**config.mk**
```make
export PLATFORM = sky130hd
export DESIGN_NAME = ft8_symbol_deframer
export DESIGN_NICKNAME = d
export VERILOG_FILES = /design/src/rtl/ft8_pkg.sv /design/src/rtl/ft8_costas_match.sv /design/src/rtl/ft8_symbol_deframer.sv
export SDC_FILE = /design/constraint.sdc
export NUM_CORES = 1
export LEC_CHECK = 0
export CORE_ASPECT_RATIO = 0.6
export CORE_MARGIN = 1.5
export CORE_UTILIZATION = 47
export CTS_CLUSTER_DIAMETER = 30
export DETAILED_ROUTE_END_ITERATION = 16
export PLACE_DENSITY = 0.83
export SYNTH_ARGS = -nofsm -noshare
export SYNTH_HDL_FRONTEND = slang
export SYNTH_SLANG_ARGS = --single-unit
```
**constraint.sdc**
```tcl
create_clock -name clk -period 3.9 [get_ports clk]
set_input_delay 0.585 -clock clk [delete_from_list [all_inputs] [get_ports clk]]
set_output_delay 0.585 -clock clk [all_outputs]
set_load 0.02 [all_outputs]
```
**src/rtl/ft8_pkg.sv**
```systemverilog
// ft8_pkg: constants and types shared by the FT8 modulator and deframer.
//   FT8_COSTAS      : 7-tone Costas sync pattern, index 0 = first symbol sent
//   FT8_GRAY_DECODE : tone index -> 3 data bits
//   NUM_SYMBOLS / SYNC_LEN / DATA_HALF / NUM_DATA / CW_BITS : frame geometry
//   deframe_state_t : deframer state encoding
//   sat_inc3        : 3-bit saturating increment for mismatch counters
package ft8_pkg;

    localparam int NUM_SYMBOLS = 79;
    localparam int SYNC_LEN    = 7;
    localparam int DATA_HALF   = 29;
    localparam int NUM_DATA    = NUM_SYMBOLS - 3 * SYNC_LEN;  // 58 data symbols
    localparam int CW_BITS     = 3 * NUM_DATA;                // 174

    // Packed so that FT8_COSTAS[i] is position i: 3,1,4,0,6,5,2.
    localparam logic [SYNC_LEN-1:0][2:0] FT8_COSTAS =
        {3'd2, 3'd5, 3'd6, 3'd0, 3'd4, 3'd1, 3'd3};

    // FT8_GRAY_DECODE[tone] = bits; 0->000 1->001 2->011 3->010 4->110 5->100 6->101 7->111.
    localparam logic [7:0][2:0] FT8_GRAY_DECODE =
        {3'b111, 3'b101, 3'b100, 3'b110, 3'b010, 3'b011, 3'b001, 3'b000};

    typedef enum logic [2:0] {
        ST_HUNT  = 3'd0,
        ST_DATA1 = 3'd1,
        ST_SYNC2 = 3'd2,
        ST_DATA2 = 3'd3,
        ST_SYNC3 = 3'd4,
        ST_DONE  = 3'd5
    } deframe_state_t;

    function automatic logic [2:0] sat_inc3(input logic [2:0] v, input logic inc);
        if (inc && (v != 3'd7)) return v + 3'd1;
        return v;
    endfunction

endpackage

```
**src/rtl/ft8_costas_match.sv**
```systemverilog
// ft8_costas_match: combinational count of positions where a 7-tone window
// differs from the Costas pattern.
//   window  in  [6:0][2:0]  window[0] is the oldest tone (Costas position 0)
//   err_cnt out [2:0]       number of mismatching positions, 0..7
module ft8_costas_match
    import ft8_pkg::*;
(
    input  logic [SYNC_LEN-1:0][2:0] window,
    output logic [2:0]               err_cnt
);

    always_comb begin
        err_cnt = '0;
        for (int i = 0; i < SYNC_LEN; i++) begin
            if (window[i] != FT8_COSTAS[i]) err_cnt = err_cnt + 3'd1;
        end
    end

endmodule

```
**src/rtl/ft8_symbol_deframer.sv**
```systemverilog
// ft8_symbol_deframer: hunts for the FT8 Costas sync in a stream of hard tone
// decisions, verifies the mid/end sync blocks and Gray-decodes the 58 data
// symbols into a 174-bit codeword handed off over valid/ready.
//   clk, reset_n            clock, asynchronous active-low reset
//   sym_valid/sym_tone      incoming tone index, accepted when sym_ready=1
//   sym_ready               low only while a finished codeword is waiting
//   cw_valid/cw_ready/cw    codeword handshake; cw[173] is the first data bit
//   sync_locked             high from hunt lock until handoff or abort
//   frame_abort             one-cycle pulse when S2/S3 has too many errors
// Optional build macro FT8_DEFRAME_STATS_EN adds:
//   sync_err_total [4:0]    S1+S2+S3 mismatches, valid with cw_valid
//   abort_count    [7:0]    wrapping count of frame_abort pulses
module ft8_symbol_deframer
    import ft8_pkg::*;
#(
    parameter int SYNC_MAX_ERR     = 1,
    parameter int SYNC_CHK_MAX_ERR = 2
) (
    input  logic               clk,
    input  logic               reset_n,
    input  logic               sym_valid,
    input  logic [2:0]         sym_tone,
    output logic               sym_ready,
    output logic               cw_valid,
    input  logic               cw_ready,
    output logic [CW_BITS-1:0] cw,
    output logic               sync_locked,
    output logic               frame_abort
`ifdef FT8_DEFRAME_STATS_EN
    ,
    output logic [4:0]         sync_err_total,
    output logic [7:0]         abort_count
`endif
);

    localparam logic [2:0] HUNT_MAX = 3'(SYNC_MAX_ERR);
    localparam logic [2:0] CHK_MAX  = 3'(SYNC_CHK_MAX_ERR);

    deframe_state_t state_q, state_d;
    // Only the six older tones are stored; the incoming tone completes the
    // 7-entry hunt window so lock is decided on the accepting edge.
    logic [SYNC_LEN-2:0][2:0] window_q, window_d;
    logic [2:0]               fill_q, fill_d;
    logic [4:0]               cnt_q, cnt_d;     // data index in half, or sync position
    logic [2:0]               err_q, err_d;     // running S2/S3 mismatches
    logic [CW_BITS-1:0]       cw_q, cw_d;
    logic                     cw_valid_q, cw_valid_d;
    logic                     sync_locked_q, sync_locked_d;
    logic                     frame_abort_q, frame_abort_d;
    logic                     sym_ready_q, sym_ready_d;
`ifdef FT8_DEFRAME_STATS_EN
    logic [2:0]               s1_err_q, s1_err_d;
    logic [2:0]               s2_err_q, s2_err_d;
    logic [4:0]               err_total_q, err_total_d;
    logic [7:0]               abort_cnt_q, abort_cnt_d;
`endif

    logic                     acc;
    logic [SYNC_LEN-1:0][2:0] hunt_win;
    logic [2:0]               hunt_err;
    logic                     tone_miss;
    logic [2:0]               err_sum;
    logic [5:0]               data_idx;
    logic [2:0]               data_bits;
    logic                     wr_en;

    assign acc       = sym_valid & sym_ready_q;
    assign hunt_win  = {sym_tone, window_q};
    assign tone_miss = (sym_tone != FT8_COSTAS[cnt_q[2:0]]);
    assign err_sum   = sat_inc3(err_q, tone_miss);
    assign data_idx  = (state_q == ST_DATA2) ? (6'(cnt_q) + 6'(DATA_HALF)) : 6'(cnt_q);
    assign data_bits = FT8_GRAY_DECODE[sym_tone];

    ft8_costas_match u_hunt_match (
        .window  (hunt_win),
        .err_cnt (hunt_err)
    );

    always_comb begin
        state_d       = state_q;
        window_d      = window_q;
        fill_d        = fill_q;
        cnt_d         = cnt_q;
        err_d         = err_q;
        cw_d          = cw_q;
        cw_valid_d    = cw_valid_q;
        sync_locked_d = sync_locked_q;
        frame_abort_d = 1'b0;
        wr_en         = 1'b0;
`ifdef FT8_DEFRAME_STATS_EN
        s1_err_d      = s1_err_q;
        s2_err_d      = s2_err_q;
        err_total_d   = err_total_q;
        abort_cnt_d   = abort_cnt_q;
`endif

        unique case (state_q)
            ST_HUNT: begin
                if (acc) begin
                    window_d = hunt_win[SYNC_LEN-1:1];
                    fill_d   = (fill_q == 3'(SYNC_LEN)) ? fill_q : fill_q + 3'd1;
                    if ((fill_d == 3'(SYNC_LEN)) && (hunt_err <= HUNT_MAX)) begin
                        state_d       = ST_DATA1;
                        sync_locked_d = 1'b1;
                        cnt_d         = '0;
`ifdef FT8_DEFRAME_STATS_EN
                        s1_err_d      = hunt_err;
`endif
                    end
                end
            end

            ST_DATA1, ST_DATA2: begin
                if (acc) begin
                    wr_en = 1'b1;
                    if (cnt_q == 5'(DATA_HALF - 1)) begin
                        cnt_d   = '0;
                        err_d   = '0;
                        state_d = (state_q == ST_DATA1) ? ST_SYNC2 : ST_SYNC3;
                    end else begin
                        cnt_d = cnt_q + 5'd1;
                    end
                end
            end

            ST_SYNC2, ST_SYNC3: begin
                if (acc) begin
                    if (cnt_q == 5'(SYNC_LEN - 1)) begin
                        cnt_d = '0;
                        err_d = '0;
                        if (err_sum > CHK_MAX) begin
                            frame_abort_d = 1'b1;
                            sync_locked_d = 1'b0;
                            state_d       = ST_HUNT;
                            fill_d        = '0;
`ifdef FT8_DEFRAME_STATS_EN
                            abort_cnt_d   = abort_cnt_q + 8'd1;
`endif
                        end else if (state_q == ST_SYNC2) begin
                            state_d = ST_DATA2;
`ifdef FT8_DEFRAME_STATS_EN
                            s2_err_d = err_sum;
`endif
                        end else begin
                            state_d    = ST_DONE;
                            cw_valid_d = 1'b1;
`ifdef FT8_DEFRAME_STATS_EN
                            err_total_d = 5'(s1_err_q) + 5'(s2_err_q) + 5'(err_sum);
`endif
                        end
                    end else begin
                        err_d = err_sum;
                        cnt_d = cnt_q + 5'd1;
                    end
                end
            end

            ST_DONE: begin
                if (cw_valid_q && cw_ready) begin
                    cw_valid_d    = 1'b0;
                    sync_locked_d = 1'b0;
                    state_d       = ST_HUNT;
                    fill_d        = '0;
                end
            end

            default: state_d = ST_HUNT;
        endcase

        // In-place write of one 3-bit data slot; untouched slots keep old bits.
        for (int s = 0; s < NUM_DATA; s++) begin
            if (wr_en && (data_idx == 6'(s))) cw_d[CW_BITS-1-3*s -: 3] = data_bits;
        end

        sym_ready_d = (state_d != ST_DONE);
    end

    always_ff @(posedge clk or negedge reset_n) begin
        if (!reset_n) begin
            state_q       <= ST_HUNT;
            window_q      <= '0;
            fill_q        <= '0;
            cnt_q         <= '0;
            err_q         <= '0;
            cw_q          <= '0;
            cw_valid_q    <= 1'b0;
            sync_locked_q <= 1'b0;
            frame_abort_q <= 1'b0;
            sym_ready_q   <= 1'b1;
`ifdef FT8_DEFRAME_STATS_EN
            s1_err_q      <= '0;
            s2_err_q      <= '0;
            err_total_q   <= '0;
            abort_cnt_q   <= '0;
`endif
        end else begin
            state_q       <= state_d;
            window_q      <= window_d;
            fill_q        <= fill_d;
            cnt_q         <= cnt_d;
            err_q         <= err_d;
            cw_q          <= cw_d;
            cw_valid_q    <= cw_valid_d;
            sync_locked_q <= sync_locked_d;
            frame_abort_q <= frame_abort_d;
            sym_ready_q   <= sym_ready_d;
`ifdef FT8_DEFRAME_STATS_EN
            s1_err_q      <= s1_err_d;
            s2_err_q      <= s2_err_d;
            err_total_q   <= err_total_d;
            abort_cnt_q   <= abort_cnt_d;
`endif
        end
    end

    assign sym_ready   = sym_ready_q;
    assign cw_valid    = cw_valid_q;
    assign cw          = cw_q;
    assign sync_locked = sync_locked_q;
    assign frame_abort = frame_abort_q;
`ifdef FT8_DEFRAME_STATS_EN
    assign sync_err_total = err_total_q;
    assign abort_count    = abort_cnt_q;
`endif

endmodule

```
# Word-level counts from Yosys, hierarchy flattened
# Memories as Yosys holds them, arrays and structs flattened.
# Index checks and enable logic that the tools add are counted.
# op_classes
addsub,10
n_lt_le_gt_ge,4
n_eq_ne,85
mux,61
n_bitwise,1
n_reduce_logical,76
# ops
cell,count
$eq A6 B6 Y1 const B,26
$eq A6 B5 Y1 const B,16
$mux W3,30
$logic_and A1 B1 Y1,61
$eq A6 B4 Y1 const B,8
$mux W5,6
$eq A6 B3 Y1 const B,4
$add A3 B1 Y3 const B,7
$ne A2 B2 Y1 const B,10
$mux W1,18
$ne A3 B3 Y1 const B,5
$pmux W5 S3,1
$eq A3 B3 Y1 const B,4
$eq A6 B2 Y1 const B,2
$pmux W3 S4,1
$reduce_and A6 Y1,2
$pmux W3 S3,1
$reduce_bool A3 Y1,3
$lt A3 B4 Y1 const B,2
$reduce_and A7 Y1,1
$add A5 B5 Y6 const B,1
$eq A3 B2 Y1 const B,2
$eq A6 B1 Y1 const B,1
$logic_not A6 Y1,1
other kinds (21),24
# totals
register_bits,210
romBits,48
output_inout_bits,178
n_memories,2
# memory_table
name,depth,word_bits,rd,rd_ports_with_merged_regs,write_ports,line_no,text
(name not given),8,3,1,0,0,ft8_symbol_deframer.sv:72,assign data_bits = FT8_GRAY_DECODE[sym_tone];
(name not given),8,3,1,0,0,ft8_symbol_deframer.sv:69,assign tone_miss = (sym_tone != FT8_COSTAS[cnt_q[2:0]]);

# Logic depth before layout (Yosys ltp)
# Gate-level depths: netlist of run 1.
# logic_depth
word_depth,20
mapped_depth,20

# By module
# Synthesis of run 1 repeated with hierarchy kept, for this count alone.
# hier_totals
cells_unflattened,742
hier_area_um2,9650.5
# modules_own_cells
module,instances,cells_per_inst,area_per_inst_um2,seq_area_each_um2
ft8_symbol_deframer,1,689,9216.3,5256.3
ft8_costas_match,1,53,434.2,0.0

# Worst setup path before layout of run 1
# No wires, ideal clock.
# synth_path
kind,reg2reg
startpoint,"register window_q, in the netlist hunt_win[4]"
endpoint,"register sync_locked_q, in the netlist sync_locked"
arrival_time_ns,3.834
t_required_ns,3.805
path_slack_ns,-0.030
stages_incl_launch_ff,20
n_path_buf,0
cell_sequence,dfrtp_1 > nor2_1 > nand2_1 > inv_1 > ha_1 > xnor2_1 > ha_1 > o21a_1 > ha_1 > mux2_2 > ha_1 > nand2_1 > o21a_1 > nand2_1 > ha_1 > nand2_1 > xnor2_1 > xnor3_1 > or4_1 > o31ai_1
# synth_via
elab_chain_len,16
# synth_lines
item,line_no,text
start: declaration,ft8_symbol_deframer.sv:42,"logic [SYNC_LEN-2:0][2:0] window_q, window_d;"
start signal: assignment,ft8_symbol_deframer.sv:198,window_q <= window_d;
$ne A3 B1 Y1 *,ft8_costas_match.sv:15,if (window[i] != FT8_COSTAS[i]) err_cnt = err_cnt + 3'd1;
$mux W3 *,ft8_costas_match.sv:15,
$add A3 B1 Y3,ft8_costas_match.sv:15,
$mux W3 *,ft8_costas_match.sv:15,
$add A3 B1 Y3,ft8_costas_match.sv:15,
$mux W3 *,ft8_costas_match.sv:15,
$add A3 B1 Y3,ft8_costas_match.sv:15,
$mux W3 *,ft8_costas_match.sv:15,
$add A3 B1 Y3,ft8_costas_match.sv:15,
$mux W3 *,ft8_costas_match.sv:15,
$add A3 B1 Y3,ft8_costas_match.sv:15,
$mux W3 *,ft8_costas_match.sv:15,
$le A3 B1 Y1 *,ft8_symbol_deframer.sv:102,if ((fill_d == 3'(SYNC_LEN)) && (hunt_err <= HUNT_MAX)) begin
$logic_and A1 B1 Y1 *,ft8_symbol_deframer.sv:102,
$ne A2 B2 Y1 (no source line) *,-,
$reduce_and A7 Y1 (no source line) *,-,
end signal: assignment,ft8_symbol_deframer.sv:204,sync_locked_q <= sync_locked_d;
end: declaration,ft8_symbol_deframer.sv:48,"logic sync_locked_q, sync_locked_d;"
# Mark *: on every way between the ends. The rest lies on a longest branch, timed or not.
# A chain may end at the register's enable or synchronous reset.

# Worst setup path in the final report of run 1
# layout_path
startpoint,"register window_q, in the netlist hunt_win[0]"
endpoint,register cnt_q[3]
# layout_via
elab_chain_len,18
# layout_lines
item,line_no,text
$ne A3 B2 Y1 *,ft8_costas_match.sv:15,
$mux W1 *,ft8_costas_match.sv:15,
$add A1 B1 Y2,ft8_costas_match.sv:15,
$mux W3 *,ft8_costas_match.sv:15,
$add A3 B1 Y3,ft8_costas_match.sv:15,
$mux W3 *,ft8_costas_match.sv:15,
$add A3 B1 Y3,ft8_costas_match.sv:15,
$mux W3 *,ft8_costas_match.sv:15,
[2 not listed],-,
$add A3 B1 Y3,ft8_costas_match.sv:15,
$mux W3 *,ft8_costas_match.sv:15,
$add A3 B1 Y3,ft8_costas_match.sv:15,
$mux W3 *,ft8_costas_match.sv:15,
$le A3 B1 Y1 *,ft8_symbol_deframer.sv:102,
$logic_and A1 B1 Y1 *,ft8_symbol_deframer.sv:102,
$ne A2 B2 Y1 (no source line) *,-,
$reduce_and A5 Y1 (no source line) *,-,
end signal: assignment,ft8_symbol_deframer.sv:200,cnt_q <= cnt_d;
end: declaration,ft8_symbol_deframer.sv:44,"logic [4:0] cnt_q, cnt_d;"
# Marks and branches as above.

==> summary.md, run 1 <==
| Metric | Value |
|---|---|
| Wire per inst | 19.85 um |
| Hold_buf cts | 0 |
| Max Freq | 259.7 MHz |
| H-tree levels | 1 |
| Synth Area in Compound Gates | 4.610% |
| CP Class | flop to flop |
| Core area | 19920 um^2 |
| CP endpoint kind | flop |
| Critical path's slowest cell | dfrtp_1 |
| Synth Register Bits | 210 |
| Worst EP required | 4.30 ns |
| Routed Wire Length | 25020 um |
| Area of the die | 21100 um^2 |
| Sequential fraction of the synthesis area | 55.33% |
| Slew HR | 26.04% |
| Final RePlAce weighted congestion | 0.8265 |
| Number of port buffers | 184 |
| Average size of a mapped cell | 12.60 um^2 |
| R2R setup slack | 0.05 ns |
| Gr usage total | 23.94% |
| Clock Latency Late Sink | 0.54 ns |
| Largest area contributor in the netlist | dfrtp_1 |
| Row count | 40 |
| Fin Clk Skew | 0.01530 ns |
| Yosys warnings | 0 |
| Initial DRC count | 403 |
| 1st-pass router iterations | 5 |
| Clock Path Buffers | 3 |
| CP max FO | 5 |
| Post-DP HPWL | 16930 um |
| Crit share post-route | 98.75% |
| Final core occ | 64.84% |
| Crit. Startpoint | hunt_win[0] |
| Area fraction of the dominant cell type after synthesis | 55.05% |
| Hold WC Path Type | input pin to async pin |
| Clk sinks | 210 |
| IR Drop Worst-Case VDD | 500.6 uV |
| Setup violations, final | 0 |
| Final max-slew violation count | 0 |
| Post-synthesis cell count | 754 |
| RSZ-0062 raised after global routing | true |
| Boundary Pins | 185 |
| RR Startpoint | hunt_win[0] |
| Mapped Area | 9500 um^2 |
| Post-synthesis net count | 775 |
| Cells on worst reg2reg path | 23 |
| Final net count | 985 |
| Largest cells by area after synthesis | dfrtp_1 55%, mux2_2 21%, nand2_1 3.6%, ha_1 1.8%, nand3_1 1.6% |
| Critical Path Source Type | flop |
| Endpoints failing hold | 0 |
| Final ANT Viol Nets | 0 |
| Adder-cell share of the synthesized area | 1.844% |
| Simple-gate area share of the yosys netlist | 12.88% |
| Largest family of logic cells by synthesized area | multiplexers |
| Proportion of synthesized area in mux cells | 21.30% |
| Vias/cell | 5.371 |
| XOR/XNOR Fraction of Synth Area | 1.515% |
| Share of layout cells above drive strength 1 | 33.13% |
| CP arrival | 4.25 ns |
| Height of the chip | 113.1 um |
| GRT Residual Overflow | 0 |
| Final hold slack | 0.1053 ns |
| Via Count | 6767 |
| Post-synthesis async set-or-reset flop share | 100.0% |
| Root buffer cell | clkbuf_16 |
| CTS tree | yes |
| Area Overhead vs Synth | 35.95% |
| Synth cell types | 69 |
| CTS buffer count | 30 |
| Max Cap Viol | 0 |
| Number of flops mapped to enable cells by yosys | 0 |
| Most frequent CP cell | buf_4 |
| # diodes | 0 |
| Status | finished clean |
| Pleak | 0.005980 uW |
| Initial antenna violation count | 0 |
| PwrDens | 808.7 nW/um^2 |
| Die width | 186.5 um |
| Minimum clock period | 3.851 ns |
| DRC | 0 |
| R2r endpoint | cnt_q[3] |
| Vias in the first global route | 7026 |
| CP max stage delay | 0.38 ns |
| Clock slew seen by the registers of the worst setup and hold paths | 0.06 ns |
| Fillers | 1532 |
| Actual slew at the worst max-slew pin | 1.105 ns |
| CP Capture Point | cnt_q[3] |
| Effective utilization at floorplan | 47.69% |
| Top FF cell, synth | dfrtp_1 |
| Critical-path cell list | nand2_2, nor2_4, inv_2, ha_2, nand4bb_1, buf_4, buf_4, buf_4, o211ai_1, o21a_1, ha_1, mux2_4, ha_4, nand2_2, o21a_1, nand2_1, ha_2, nand2_2, xnor2_2, xnor3_2, nor4_2, buf_4, o31ai_1 |
| Global-route wire length before repair | 40080 um |
| Largest net degree at the start of global routing | 103 |
## worst min path at each step
stage	from	end	slack, ns
CTS	reset_n	fill_q[0]	0.17
global route	reset_n	cw_valid	0.20
finish	reset_n	fill_q[2]	0.11
detailed placement	hunt_win[0]	hunt_win[0]	0.46
global placement	hunt_win[0]	hunt_win[0]	0.46
floorplan	reset_n	cnt_q[0]	0.29
## cell usage in the layout (no fill, tap or decap), drive strengths merged, types with 4 or more instances in the layout
cell           netlist  layout
dfrtp              209     209
clkinvlp             0       8
o211ai               5       5
or3                  4       4
o21ai               14      14
nor3                27      27
mux2               177     177
nor2b                4       4
nand2b               4       4
xor2                 7       7
clkbuf              23      39
inv                 16      20
a21oi               14      14
nor2                32      32
clkdlybuf4s50        0     182
xnor2                6       6
o31ai                8       8
ha                  14      14
nand3               31      31
nand2               96      96
buf                 14      32
## worst max-delay path: cells and delay by family (launching register included)
kind | cells | cell delay, ns
adders and majority gates | 4 | 0.88
and+or+nand+nor | 7 | 0.67
buffers and inverters | 5 | 0.64
AOI/OAI and AO/OA | 4 | 0.45
xor gates and xnor gates | 2 | 0.42
DFF | 1 | 0.38
muxes | 1 | 0.27
## cell usage after synthesis, types with 2 or more instances
library cell  instances
o21ai_0              11
inv_1                15
nand2_1              92
buf_6                 3
or3_1                 3
nor3_1                8
a21oi_1              12
and3_1                3
dfrtp_1             209
o31ai_1               7
ha_1                 14
nand3_1              31
xnor2_1               5
nor3_2               14
o211ai_1              5
and2_4                2
nor2_1               27
buf_4                 2
mux2_2              177
clkbuf_1             23
nand4bb_1             2
nand2_2               4
nand2b_1              4
o21a_1                3
nor3_4                5
buf_2                 9
a22o_1                2
o21ai_1               2
a21o_1                2
nor2_2                4
xor2_1                7
nor4_2                2
mux2i_1               3
nand3b_1              2
a31oi_1               3
nor2b_1               4
## repair_timing
action                     4_1_cts  5_1_grt
setup endpoints to repair        8        8
hold endpoints to repair         0        0
resized for setup                8       14
pin swaps                        5        5
buffers inserted                 8        5
## layout make-up
cell class / count / area, um^2 / share of cell area, %
clock buffers: 38 / 842.1 / 6.519
repair buffers: 215 / 2098 / 16.25
inverters: 16 / 60.06 / 0.4650
clock inverters: 17 / 172.7 / 1.337
flip-flops and latches: 210 / 5256 / 40.70
well taps: 273 / 341.6 / 2.645
multi-input cells: 491 / 4145 / 32.09
## power by group
group          switching, uW  total (uW)  internal (uW)
clock network           1020        2690           1670
registers                444        3180           2730
logic                   2410        4580           2160
## cell families after synthesis
family                   Yosys count
flip-flops                       210
XOR/XNOR                          14
buffers and inverters             53
AO/OA/AOI/OAI                     61
adder cells (fa/ha/maj)           14
multiplexers                     180
AND/OR/NAND/NOR                  222
## state kept, by name, indices dropped and copies added, names as in the netlist
| register | cells |
|---|---|
| cw | 174 |
| frame_abort | 1 |
| fill_q | 3 |
| cnt_q | 5 |
| sym_ready | 1 |
| cw_valid | 1 |
| state_q | 3 |
| sync_locked | 1 |
| err_q | 3 |
| hunt_win | 18 |
## layer usage
layer | wire length, um | GRT usage [%] | up-vias
li1 | - | - | 3084
met1 | 11990 | 34.98 | 3463
met2 | 10880 | 35.50 | 191
met3 | 1839 | 7.475 | 29
met4 | 303 | 4.086 | 0
met5 | 0 | 0 | -
## stage by stage
step	setup slack (ns)	TNS (ns)	total power, uW	instance area, um^2	cells
after floorplan	0.09670	0	5682	9508	754
after global placement	0.01699	0	7082	11690	1192
after detailed placement	-0.1164	-0.1381	7209	11690	1192
after CTS	0.002672	0	10090	12810	1255
after global routing	-0.1587	-1.011	11040	12920	1260
final	0.04873	0	10450	12920	1260
No activity file was read; power rests on OpenSTA's default activity.
==> run 2: changes to the inputs <==
--- a/config.mk
+++ b/config.mk
@@ -6,7 +6,7 @@
 export NUM_CORES = 1
 export LEC_CHECK = 0
 export CORE_ASPECT_RATIO = 0.6
-export CORE_MARGIN = 1.5
+export CORE_MARGIN = 5
 export CORE_UTILIZATION = 47
 export CTS_CLUSTER_DIAMETER = 30
 export DETAILED_ROUTE_END_ITERATION = 16
==> summary.md, run 2 (synthesized netlist as in run 1, its figures left out) <==
| Metric | Value |
|---|---|
| Status | complete, but fails checks |
| Violated checks | setup timing |
| Max Cap Viol | 0 (unchanged) |
| Max Freq | 255.7 MHz (-1.5%) |
| Initial DRC count | 418 (+3.7%) |
| Largest net degree at the start of global routing | 103 (unchanged) |
| Max reg flops | 174 (unchanged) |
| Fin Clk Skew | 0.01683 ns (+0.001532 ns) |
| Root buffer cell | clkbuf_16 |
| RR Startpoint | hunt_win[1] |
| RSZ-0062 raised after global routing | true |
| Final RePlAce weighted congestion | 0.8310 (+0.54%) |
| Crit. Startpoint | hunt_win[1] |
| Pleak | 0.005987 uW (+0.11%) |
| GRT Residual Overflow | 0 (unchanged) |
| Commonest non-fill, non-tap cell in the layout | dfrtp_1 |
| Effective utilization at floorplan | 47.69% (unchanged) |
| Total chip power | 10500 uW (+0.55%) |
| Endpoints failing hold | 0 (unchanged) |
| CP Class | flop to flop |
| Wire per inst | 20.14 um (+1.4%) |
| Final net count | 976 (-0.91%) |
| CTS buffer count | 31 (+3.3%) |
| CP arrival | 4.35 ns (+0.10 ns) |
| Via Count | 6766 (-0.015%) |
| Clock Latency Late Sink | 0.55 ns (about the same) |
| Most frequent cells in the layout | 209 x dfrtp_1, 182 x clkdlybuf4s50_1, 176 x mux2_2 |
| Row count | 40 (unchanged) |
| Crit share post-route | 100.3% (+1.5 points) |
| Post-DP HPWL | 17090 um (+0.90%) |
| Hold_buf cts | 0 (unchanged) |
| DRC | 0 (unchanged) |
| Clock Path Buffers | 3 (unchanged) |
| Actual slew at the worst max-slew pin | 0.8684 ns (-0.2368 ns) |
| CTS tree | yes |
| 1st-pass router iterations | 5 (unchanged) |
| Critical Path Source Type | flop |
| IR Drop Worst-Case VDD | 471.6 uV (-5.8%) |
| Height of the chip | 120.1 um (+6.2%) |
| Global-route wire length before repair | 40080 um (unchanged) |
| Share of layout cells above drive strength 1 | 32.55% (-0.58 points) |
| Boundary Pins | 185 (unchanged) |
| Minimum clock period | 3.911 ns (+0.06020 ns) |
| Core area | 19920 um^2 (unchanged) |
| Hold WC Path Type | input pin to async pin |
| Area of the die | 23250 um^2 (+10%) |
| Sum of negative setup slack | -0.01147 ns (-0.01147 ns) |
| H-tree levels | 1 (unchanged) |
| Vias in the first global route | 7148 (+1.7%) |
| Die width | 193.5 um (+3.8%) |
| Initial antenna violation count | 0 (unchanged) |
| Setup violations, final | 1 (+1) |
| Worst EP required | 4.33 ns (+0.03 ns) |
| Clock slew seen by the registers of the worst setup and hold paths | 0.05 ns (about the same) |
| Final max-slew violation count | 0 (unchanged) |
| PwrDens | 813.3 nW/um^2 (+0.56%) |
| Fin worst setup slack | -0.01147 ns (-0.06020 ns) |
| Slew HR | 42.02% (+16 points) |
| # diodes | 0 (unchanged) |
| Vias/cell | 5.400 (+0.54%) |
| Clk sinks | 210 (unchanged) |
| CP endpoint kind | flop |
| Gr usage total | 21.28% (-2.7 points) |
| Fillers | 1529 (-0.20%) |
| Area Overhead vs Synth | 35.94% (about the same) |
| Number of port buffers | 184 (unchanged) |
| CP max FO | 3 (-2) |
| Routed Wire Length | 25240 um (+0.88%) |
| Final ANT Viol Nets | 0 (unchanged) |
==> run 2: final timing paths <==
path / endpoint / slack [ns] / cells after the start
max: sync_locked / -0.01 / 19
max reg2reg: sync_locked / -0.01 / 19
min: hunt_win[4] / 0.16 / 1
max in group asynchronous: cw[160] / 2.83 / 2
min reg2reg: hunt_win[9] / 0.49 / 2
min in group clk: hunt_win[9] / 0.49 / 2
==> run 2: where the power goes <==
| group | internal [uW] | switching [uW] | total [uW] |
|---|---|---|---|
| logic | 2030 | 2460 | 4490 |
| registers | 2730 | 449 | 3180 |
| clock network | 1750 | 1080 | 2830 |
==> run 2: critical path, stage by stage (launching register included) <==
cell     delay, ns
dfrtp_1       0.38
nand2_2       0.09
nor2_4        0.05
buf_4         0.13
ha_4          0.24
xnor2_2       0.13
ha_1          0.29
o21a_1        0.19
ha_1          0.31
mux2_4        0.28
ha_4          0.26
nand2_1       0.04
o21a_1        0.12
nand2_1       0.08
ha_2          0.18
nand2_2       0.06
xnor2_2       0.13
xnor3_2       0.32
or4_1         0.43
o31ai_1       0.09
==> run 2: stage by stage <==
stage               cell area (um^2)  hold WS (ns)  util, %  cells  setup WS, ns
floorplan                       9508        0.2894        -    754       0.09670
global placement               11670        0.4603    58.61   1191       0.01575
detailed placement             11670        0.4652    58.61   1191       -0.1020
CTS                            12810        0.1754    64.32   1251       0.01342
global route                   12910        0.1974    64.84   1253       -0.1252
finish                         12910        0.1601    64.84   1253      -0.01147
==> run 2: repair_timing <==
action | in CTS | in global routing
pin swaps | 6 | 3
resized for setup | 7 | 16
endpoints found under the setup margin | 8 | 8
setup buffers | 2 | 2
==> run 2: layer usage <==
layer / up-vias / part of all wire, % / wire length [um] / GRT usage, %
met5: - / 0 / 0 / 0
met4: 0 / 1.9 / 469 / 4.288
met3: 42 / 8.3 / 2085 / 7.800
met2: 220 / 43 / 10830 / 30.69
met1: 3431 / 47 / 11850 / 30.98
li1: 3073 / - / - / -
==> run 2: area by class of cell <==
cell class	count	area (um^2)	share of cell area, %
inverter	16	60.06	0.4650
multi-input combinational	491	4158	32.19
clock buffer	36	824.5	6.384
clock inverter	22	260.3	2.015
timing repair buffer	205	2014	15.60
sequential	210	5256	40.70
tap	273	341.6	2.645
